## config.mk

```make
export PLATFORM = sky130hd
export DESIGN_NAME = cache_miss_ctrl
export DESIGN_NICKNAME = d
export VERILOG_FILES = /design/src/rtl/cache_miss_ctrl_pkg.sv /design/src/rtl/cache_miss_ctrl_sat_counter.sv /design/src/rtl/cache_miss_ctrl.sv
export SDC_FILE = /design/constraint.sdc
export NUM_CORES = 1
export LEC_CHECK = 0
export ABC_AREA = 1
export BUFFER_PORTS_ARGS = -buffer_cell sky130_fd_sc_hd__buf_2
export CAP_MARGIN = 10
export CORE_AREA = 2 2 100 102
export DETAILED_ROUTE_END_ITERATION = 12
export DIE_AREA = 0 0 102 104
export PLACE_DENSITY_LB_ADDON = 0.3
export SYNTH_ARGS = -nofsm -noshare
export SYNTH_HDL_FRONTEND = slang
export SYNTH_SLANG_ARGS = --single-unit
```

## constraint.sdc

```tcl
create_clock -name i_clk -period 1.7 [get_ports i_clk]
set_input_delay 0 -clock i_clk [delete_from_list [all_inputs] [get_ports i_clk]]
set_output_delay 0 -clock i_clk [all_outputs]
set_load 0.02 [all_outputs]
```

## src/rtl/cache_miss_ctrl_pkg.sv

```systemverilog
// Shared definitions for the cache miss controller: FSM state encoding and default address width.
// The address width default matches the address port of cache_direct.
package cache_miss_ctrl_pkg;

  localparam int ADDR_W_DEF = 11;

  typedef enum logic [2:0] {
    S_IDLE   = 3'd0,
    S_LOOKUP = 3'd1,
    S_CHECK  = 3'd2,
    S_MEM    = 3'd3,
    S_FILL   = 3'd4,
    S_RESP   = 3'd5
  } state_t;

endpackage

```

## src/rtl/cache_miss_ctrl_sat_counter.sv

```systemverilog
// Saturating event counter with synchronous clear; clear beats a same-cycle increment.
// Count updates one cycle after the inc/clr strobe and never wraps.
module cache_miss_ctrl_sat_counter #(
  parameter int W = 16
) (
  input  logic         i_clk,
  input  logic         i_rst_n,
  input  logic         i_clr,
  input  logic         i_inc,
  output logic [W-1:0] o_count
);

  logic [W-1:0] r_count;

  always_ff @(posedge i_clk or negedge i_rst_n) begin
    if (!i_rst_n) begin
      r_count <= '0;
    end else if (i_clr) begin
      r_count <= '0;
    end else if (i_inc && (r_count != {W{1'b1}})) begin
      r_count <= r_count + W'(1);
    end
  end

  assign o_count = r_count;

endmodule

```

## src/rtl/cache_miss_ctrl.sv

```systemverilog
// Single-outstanding CPU access sequencer: cache lookup, memory refill with timeout, line fill, status.
// Hit completes 3 cycles after acceptance, miss 5+N; requests arriving while busy are dropped, not queued.
module cache_miss_ctrl
  import cache_miss_ctrl_pkg::*;
#(
  parameter int ADDR_W      = ADDR_W_DEF,
  parameter int CNT_W       = 16,
  parameter int MEM_TIMEOUT = 64
) (
  input  logic              i_clk,
  input  logic              i_rst_n,
  input  logic              i_cpu_req,
  input  logic [ADDR_W-1:0] i_cpu_addr,
  output logic              o_cpu_ready,
  output logic              o_cpu_hit,
  output logic              o_cpu_err,
  output logic              o_busy,
  output logic [ADDR_W-1:0] o_cache_addr,
  output logic              o_cache_lookup,
  input  logic              i_cache_hit,
  output logic              o_cache_fill,
  output logic              o_mem_req,
  output logic [ADDR_W-1:0] o_mem_addr,
  input  logic              i_mem_ack,
  input  logic              i_stats_clr,
  output logic [CNT_W-1:0]  o_hit_count,
  output logic [CNT_W-1:0]  o_miss_count
);

  localparam int WAIT_W = $clog2(MEM_TIMEOUT + 1);
  localparam logic [WAIT_W-1:0] WAIT_LAST = WAIT_W'(MEM_TIMEOUT - 1);

  state_t            r_state;
  state_t            w_state_nxt;
  logic [ADDR_W-1:0] r_addr;
  logic [WAIT_W-1:0] r_wait;
  logic              r_hit;
  logic              r_err;
  logic              w_timeout;
  logic              w_hit_inc;
  logic              w_miss_inc;

  // Timeout fires in the MEM cycle that brings the wait count up to MEM_TIMEOUT.
  assign w_timeout = (r_wait == WAIT_LAST);

  always_ff @(posedge i_clk or negedge i_rst_n) begin
    if (!i_rst_n) begin
      r_state <= S_IDLE;
    end else begin
      r_state <= w_state_nxt;
    end
  end

  always_comb begin
    w_state_nxt    = r_state;
    o_busy         = 1'b1;
    o_cache_lookup = 1'b0;
    o_cache_fill   = 1'b0;
    o_mem_req      = 1'b0;
    o_cpu_ready    = 1'b0;
    w_hit_inc      = 1'b0;
    w_miss_inc     = 1'b0;
    case (r_state)
      S_IDLE: begin
        o_busy = 1'b0;
        if (i_cpu_req) w_state_nxt = S_LOOKUP;
      end
      S_LOOKUP: begin
        o_cache_lookup = 1'b1;
        w_state_nxt    = S_CHECK;
      end
      S_CHECK: begin
        if (i_cache_hit) begin
          w_hit_inc   = 1'b1;
          w_state_nxt = S_RESP;
        end else begin
          w_miss_inc  = 1'b1;
          w_state_nxt = S_MEM;
        end
      end
      S_MEM: begin
        o_mem_req = 1'b1;
        if (i_mem_ack)      w_state_nxt = S_FILL;
        else if (w_timeout) w_state_nxt = S_RESP;
      end
      S_FILL: begin
        o_cache_fill = 1'b1;
        w_state_nxt  = S_RESP;
      end
      S_RESP: begin
        o_cpu_ready = 1'b1;
        w_state_nxt = S_IDLE;
      end
      default: begin
        o_busy      = 1'b0;
        w_state_nxt = S_IDLE;
      end
    endcase
  end

  // Status flags are only ever set on entry to RESP, so they read 0 outside the ready pulse.
  always_ff @(posedge i_clk or negedge i_rst_n) begin
    if (!i_rst_n) begin
      r_addr <= '0;
      r_wait <= '0;
      r_hit  <= 1'b0;
      r_err  <= 1'b0;
    end else begin
      if ((r_state == S_IDLE) && i_cpu_req) r_addr <= i_cpu_addr;
      if (r_state == S_CHECK)    r_wait <= '0;
      else if (r_state == S_MEM) r_wait <= r_wait + WAIT_W'(1);
      r_hit <= w_hit_inc;
      r_err <= (r_state == S_MEM) && !i_mem_ack && w_timeout;
    end
  end

  assign o_cpu_hit    = r_hit;
  assign o_cpu_err    = r_err;
  assign o_cache_addr = r_addr;
  assign o_mem_addr   = r_addr;

  cache_miss_ctrl_sat_counter #(.W(CNT_W)) u_hit_cnt (
    .i_clk   (i_clk),
    .i_rst_n (i_rst_n),
    .i_clr   (i_stats_clr),
    .i_inc   (w_hit_inc),
    .o_count (o_hit_count)
  );

  cache_miss_ctrl_sat_counter #(.W(CNT_W)) u_miss_cnt (
    .i_clk   (i_clk),
    .i_rst_n (i_rst_n),
    .i_clr   (i_stats_clr),
    .i_inc   (w_miss_inc),
    .o_count (o_miss_count)
  );

endmodule

```

==> impl_metrics.env, run 1 <==
export IMPL_synth_area_mm2=0.003254
export IMPL_final_cell_area_mm2=0.004080
export IMPL_tightestPinTransition_ns=0.3954
export IMPL_first_iter_violations=135
export IMPL_worst_path_max_fanout=6
export IMPL_vias=3024
export IMPL_final_setup_tns_ns=0
export IMPL_drc=0
export IMPL_hold_class="input pin to flip-flop"
export IMPL_die_area_mm2=0.01061
export IMPL_dp_slack_ns=0.06732
export IMPL_path_buf_inv=0
export IMPL_hold_ws_ns=0.07433
export IMPL_antenna_found_initial=0
export IMPL_skew_ns=0.008110
export IMPL_start_kind="flip-flop"
export IMPL_ant_nets=0
export IMPL_grt_pass1_wl_mm=12.92
export IMPL_wl_per_cell_um=11.95
export IMPL_hold_violations=0
export IMPL_path_cells="ha_1 -> nand3_1 -> nor2_2 -> nand2_1 -> nand3_1 -> o21ai_0"
export IMPL_arrival_ns=1.79
export IMPL_ios=78
export IMPL_cp_common_cell="nand3_1"
export IMPL_syn_inst=429
export IMPL_synth_top_area_share_pct=42.29
export IMPL_p_leak_nw=2.083
export IMPL_dpl_cell_area_mm2=0.003787
export IMPL_final_common_cell="nand2_1"
export IMPL_postRouteWirelength_mm=7.864
export IMPL_cts_made_buffers=5
export IMPL_cts_sinks=55
export IMPL_die_w_um=102
export IMPL_rows=36
export IMPL_crit_family="simple AND/OR/NAND/NOR gates"
export IMPL_track_usage_pct=14.77
export IMPL_synth_top_area_cell="dfrtp_1"
export IMPL_timing_critical_path_required_ns=1.93
export IMPL_crit_type="flip-flop to flip-flop"
export IMPL_cts_tree="built"
export IMPL_yosysSeqAreaShare_pct=42.29
export IMPL_synth_warnings=0
export IMPL_area_growth_pct=25.37
export IMPL_io_buffers=77
export IMPL_ys_types=30
export IMPL_synth_area_leaders="dfrtp_1 (42%), nand2_1 (14%), nand3_1 (8.0%)"
export IMPL_clockRootBuffer="clkbuf_8"
export IMPL_final_cell_mix="nand2_1 (121), buf_2 (77), dfrtp_1 (54)"
export IMPL_final_nets=544
export IMPL_dpl_hpwl_mm=5.670
export IMPL_final_setup_viol_count=0
export IMPL_insertedDiodeCount=0
export IMPL_max_stage_delay_ns=0.43
export IMPL_ir_worst_vdd_v=0.0005260
export IMPL_drv_cap=0
export IMPL_ys_seq_elements=55
export IMPL_insertion_delay_ns=0.31
export IMPL_post_route_util_pct=42.73
export IMPL_first_global_vias=2779
export IMPL_die_y_um=104
export IMPL_layout_drive_gt1_share_pct=24.95
export IMPL_final_max_slew_viol_count=0
export IMPL_syn_num_nets=449
export IMPL_viasPerCell=4.596
export IMPL_cp_end_kind="flip-flop"
export IMPL_powerDensity_mw_per_mm2=1011
export IMPL_gp_congestion=0.8806
export IMPL_first_pass_iters=4
export IMPL_final_cells=658
export IMPL_worst_slack_ns=0.1407
export IMPL_dp_cells=633
export IMPL_core_area_mm2=0.009549
export IMPL_slew_headroom_pct=73.54
export IMPL_clkTransAtPathRegs_ns=0.11
export IMPL_status="finished clean"
export IMPL_initial_core_util_pct=34.08
export IMPL_fmax_mhz=641.3
export IMPL_clock_path_buffers=2
export IMPL_fillers=992
export IMPL_cts_max_level=2
export IMPL_crit_slowest_cell="dfrtp_1"
export IMPL_power_mw=4.125
export IMPL_syn_area_per_cell_um2=7.586
export IMPL_finalCriticalPeriod_ns=1.559
export IMPL_grt_ovfl_total=0
export IMPL_finalCritPeriodShare_pct=91.73
export IMPL_grt_start_max_net_pins=56
[routing by layer]
metal / wire (um) / global-route usage, % / vias to the layer above / part of all wire [%]
met3: 402 / 2.890 / 5 / 5.1
met4: 41 / 2.571 / 0 / 0.52
met1: 3769 / 19.60 / 1393 / 48
met2: 3651 / 25.09 / 85 / 46
li1: - / - / 1541 / -
met5: 0 / 0 / - / 0
[timing repair]
action / in CTS / in global routing
endpoints found under the hold margin: 69 / 0
setup endpoints to repair: 0 / 15
hold buffers: 14 / 0
setup buffers: 0 / 3
resized for setup: 0 / 6
[state kept, by name, indices dropped and copies added (netlist names)]
signal and flops:
u_hit_cnt.o_count 16, u_miss_cnt.o_count 16, o_cache_addr 11, r_wait 7, r_state 3, o_cpu_err 1, o_cpu_hit 1
[kinds of logic after synthesis]
kind of cell / share of synthesized area (%)
simple gates: 35.03
buf+inv: 9.265
flops: 42.29
compound gates: 4.421
xor+xnor: 4.037
mux: 3.806
fa+ha+maj: 1.154
[synthesized netlist by cell type (all sizes together)]
cell type	count
nor3	4
nand2	124
buf	15
o22ai	2
clkbuf	2
inv	49
nor2	59
a21oi	3
dfrtp	55
nor3b	1
ha	3
xor2	13
o21ai	20
a22o	1
or2	1
xnor2	2
o21bai	1
clkinv	1
nand4	8
mux2	11
nand3b	2
nand3	52
[final cells by class]
class,count,area [um2],area share [%]
clock buffers,6,82.58,2.024
repair buffers,105,655.6,16.07
well taps,133,166.4,4.079
inverters,50,187.7,4.600
multi-input cells,307,1594,39.07
clock inverters,2,16.27,0.3987
flip-flops and latches,55,1378,33.76
[where the power goes]
| group | internal (mW) | leakage (nW) | switching [mW] |
|---|---|---|---|
| clock network | 0.334 | 0.0474 | 0.457 |
| registers | 1.52 | 0.737 | 0.149 |
| logic | 0.616 | 1.30 | 1.04 |
| total | 2.47 | 2.08 | 1.65 |
[worst register-to-register path: stages (launching register included)]
cell and delay (ns):
dfrtp_1 0.43, ha_1 0.25, nand3_1 0.15, nor2_2 0.07, nand2_1 0.13, nand3_1 0.22, o21ai_0 0.23
[worst paths after layout]
| kind | from | end | slack, ns | cells past startpoint |
|---|---|---|---|---|
| max in group asynchronous | i_rst_n | r_state[2] | 1.23 | 3 |
| min reg2reg | o_cache_addr[5] | o_cache_addr[5] | 0.53 | 1 |
| min in group asynchronous | i_rst_n | r_wait[4] | 0.21 | 3 |
| min | i_cache_hit | r_state[1] | 0.07 | 4 |
| max | u_hit_cnt.o_count[0] | u_hit_cnt.o_count[14] | 0.14 | 6 |
| max reg2reg | u_hit_cnt.o_count[0] | u_hit_cnt.o_count[14] | 0.14 | 6 |
Power figures use the tool's default switching activity.
==> run 2: changes to the inputs <==
Clock period 1.7 ns to 1.71 ns, I/O delays scaled along.
==> impl_metrics.env, run 2 (same netlist as run 1, synthesis figures left out) <==
export IMPL_io_buffers=77
export IMPL_multiInputGateArea_mm2=0.001602
export IMPL_vias=3032
export IMPL_cts_sinks=55
export IMPL_fillers=980
export IMPL_final_max_slew_viol_count=0
export IMPL_crit_family="simple AND/OR/NAND/NOR gates"
export IMPL_track_usage_pct=14.69
export IMPL_reg2regPathDepth=7
export IMPL_min_from="i_cache_hit"
export IMPL_core_area_mm2=0.009549
export IMPL_skew_ns=0.01698
export IMPL_clockRootBuffer="clkbuf_8"
export IMPL_net_switching_power_mw=1.654
export IMPL_wl_met3_um=455
export IMPL_postRouteWirelength_mm=7.801
export IMPL_ant_nets=0
export IMPL_ios=78
export IMPL_layout_drive_gt1_share_pct=24.67
export IMPL_finalCritPeriodShare_pct=91.52
export IMPL_r2r_end="u_hit_cnt.o_count[15]"
export IMPL_max_stage_delay_ns=0.42
export IMPL_final_common_cell="nand2_1"
export IMPL_die_area_mm2=0.01061
export IMPL_antenna_found_initial=0
export IMPL_status="finished clean"
export IMPL_arrival_ns=1.81
export IMPL_hold_class="input pin to flip-flop"
export IMPL_wl_met1_mm=3.632
export IMPL_power_switching_share_pct=39.42
export IMPL_r2r_start="u_hit_cnt.o_count[0]"
export IMPL_grt_ovfl_total=0
export IMPL_rows=36
export IMPL_die_w_um=102
export IMPL_cts_max_level=2
export IMPL_final_setup_viol_count=0
export IMPL_final_cell_mix="nand2_1 (121), buf_2 (77), dfrtp_1 (55)"
export IMPL_wl_met2_mm=3.635
export IMPL_drc=0
export IMPL_p_seq_share_pct=39.8
export IMPL_viasPerCell=4.622
export IMPL_first_global_vias=2839
export IMPL_path_cells="buf_4 -> inv_1 -> nor2_1 -> nand2_1 -> o21ai_0 -> nand2_1 -> o21ai_0"
export IMPL_cp_end_kind="flip-flop"
export IMPL_die_y_um=104
export IMPL_crit_type="flip-flop to flip-flop"
export IMPL_insertedDiodeCount=0
export IMPL_cts_tree="built"
export IMPL_clock_path_buffers=2
export IMPL_cell_internal_pwr_mw=2.542
export IMPL_drv_cap=0
export IMPL_final_cell_area_mm2=0.004076
export IMPL_slew_headroom_pct=70.93
export IMPL_wl_per_cell_um=11.89
export IMPL_fmax_mhz=639.0
export IMPL_p_leak_nw=2.075
export IMPL_powerDensity_mw_per_mm2=1029
export IMPL_area_growth_pct=25.26
export IMPL_min_to="r_state[1]"
export IMPL_hold_violations=0
export IMPL_path_buf_inv=2
export IMPL_grt_start_max_net_pins=56
export IMPL_grt_pass1_wl_mm=12.88
export IMPL_clkPwrFrac_pct=21.9
export IMPL_gp_congestion=0.8614
export IMPL_tightestPinTransition_ns=0.4350
export IMPL_r2r_setup_slack_ns=0.15
export IMPL_ir_worst_vdd_v=0.0005074
export IMPL_insertion_delay_ns=0.32
export IMPL_dr_max_layer_used="met4"
export IMPL_final_nets=542
export IMPL_dpl_hpwl_mm=5.678
export IMPL_ff_latch_area_mm2=0.001376
export IMPL_first_iter_violations=112
export IMPL_p_comb_share_pct=38.3
export IMPL_finalCriticalPeriod_ns=1.565
export IMPL_dpl_cell_area_mm2=0.003772
export IMPL_first_pass_iters=4
export IMPL_cts_made_buffers=5
export IMPL_timing_critical_path_required_ns=1.96
export IMPL_worst_path_max_fanout=5
export IMPL_initial_core_util_pct=34.08
export IMPL_clkTransAtPathRegs_ns=0.11
export IMPL_power_mw=4.196
export IMPL_start_kind="flip-flop"
export IMPL_crit_slowest_cell="dfrtp_1"
export IMPL_holdPathStages=4
run 2: power by group through the flow:
stage	registers, mW	logic [mW]	clock network, mW
floorplan	1.87	1.06	0
global placement	1.68	1.56	0
detailed placement	1.70	1.57	0
CTS	1.67	1.60	0.952
global route	1.70	1.76	1.00
finish	1.67	1.61	0.920
run 2: worst max path at each step:
stage / start / endpoint / slack, ns / depth (start not counted)
after floorplan: u_miss_cnt.o_count[1] / u_miss_cnt.o_count[2] / 0.17 / 9
after global placement: u_hit_cnt.o_count[0] / u_hit_cnt.o_count[9] / 0.14 / 8
after detailed placement: u_hit_cnt.o_count[0] / u_hit_cnt.o_count[4] / 0.09 / 8
after CTS: u_hit_cnt.o_count[0] / u_hit_cnt.o_count[10] / 0.03 / 8
after global routing: u_hit_cnt.o_count[1] / u_hit_cnt.o_count[4] / -0.04 / 8
final: u_hit_cnt.o_count[0] / u_hit_cnt.o_count[15] / 0.15 / 7
run 2: what timing repair did:
| action | in CTS | in global routing |
|---|---|---|
| setup endpoints to repair | 0 | 20 |
| hold buffers | 14 | 0 |
| buffers inserted | 0 | 3 |
| endpoints found under the hold margin | 69 | 0 |
| resized for setup | 0 | 7 |
run 2: layer usage:
layer  global-route usage [%]  up-vias
li1                         -     1540
met1                    19.43     1386
met2                    24.44       99
met3                    3.024        7
met4                    3.524        0
met5                        0        -
run 2: stage by stage:
step                cells  util [%]  hold slack (ns)  setup TNS, ns  setup WS (ns)
floorplan             429         -          -0.2956              0         0.1701
global placement      631     39.50          0.02668              0         0.1411
detailed placement    631     39.50          0.02953              0        0.08564
CTS                   653     42.19          0.05482              0        0.03440
global route          656     42.69          0.07638        -0.1020       -0.03600
finish                656     42.69          0.06615              0         0.1450
run 2: final cells by class:
cell class	instances	share of cell area (%)
clock inverters	3	1.166
well taps	133	4.082
inverters	50	4.604
multi-input cells	307	39.29
clock buffers	5	1.688
repair buffers	103	15.41
flip-flops and latches	55	33.76
run 2: tightest hold or removal path: stages:
cell	delay, ns
buf_2	0.15
nor2_8	0.07
nor2_1	0.08
nand2_1	0.05
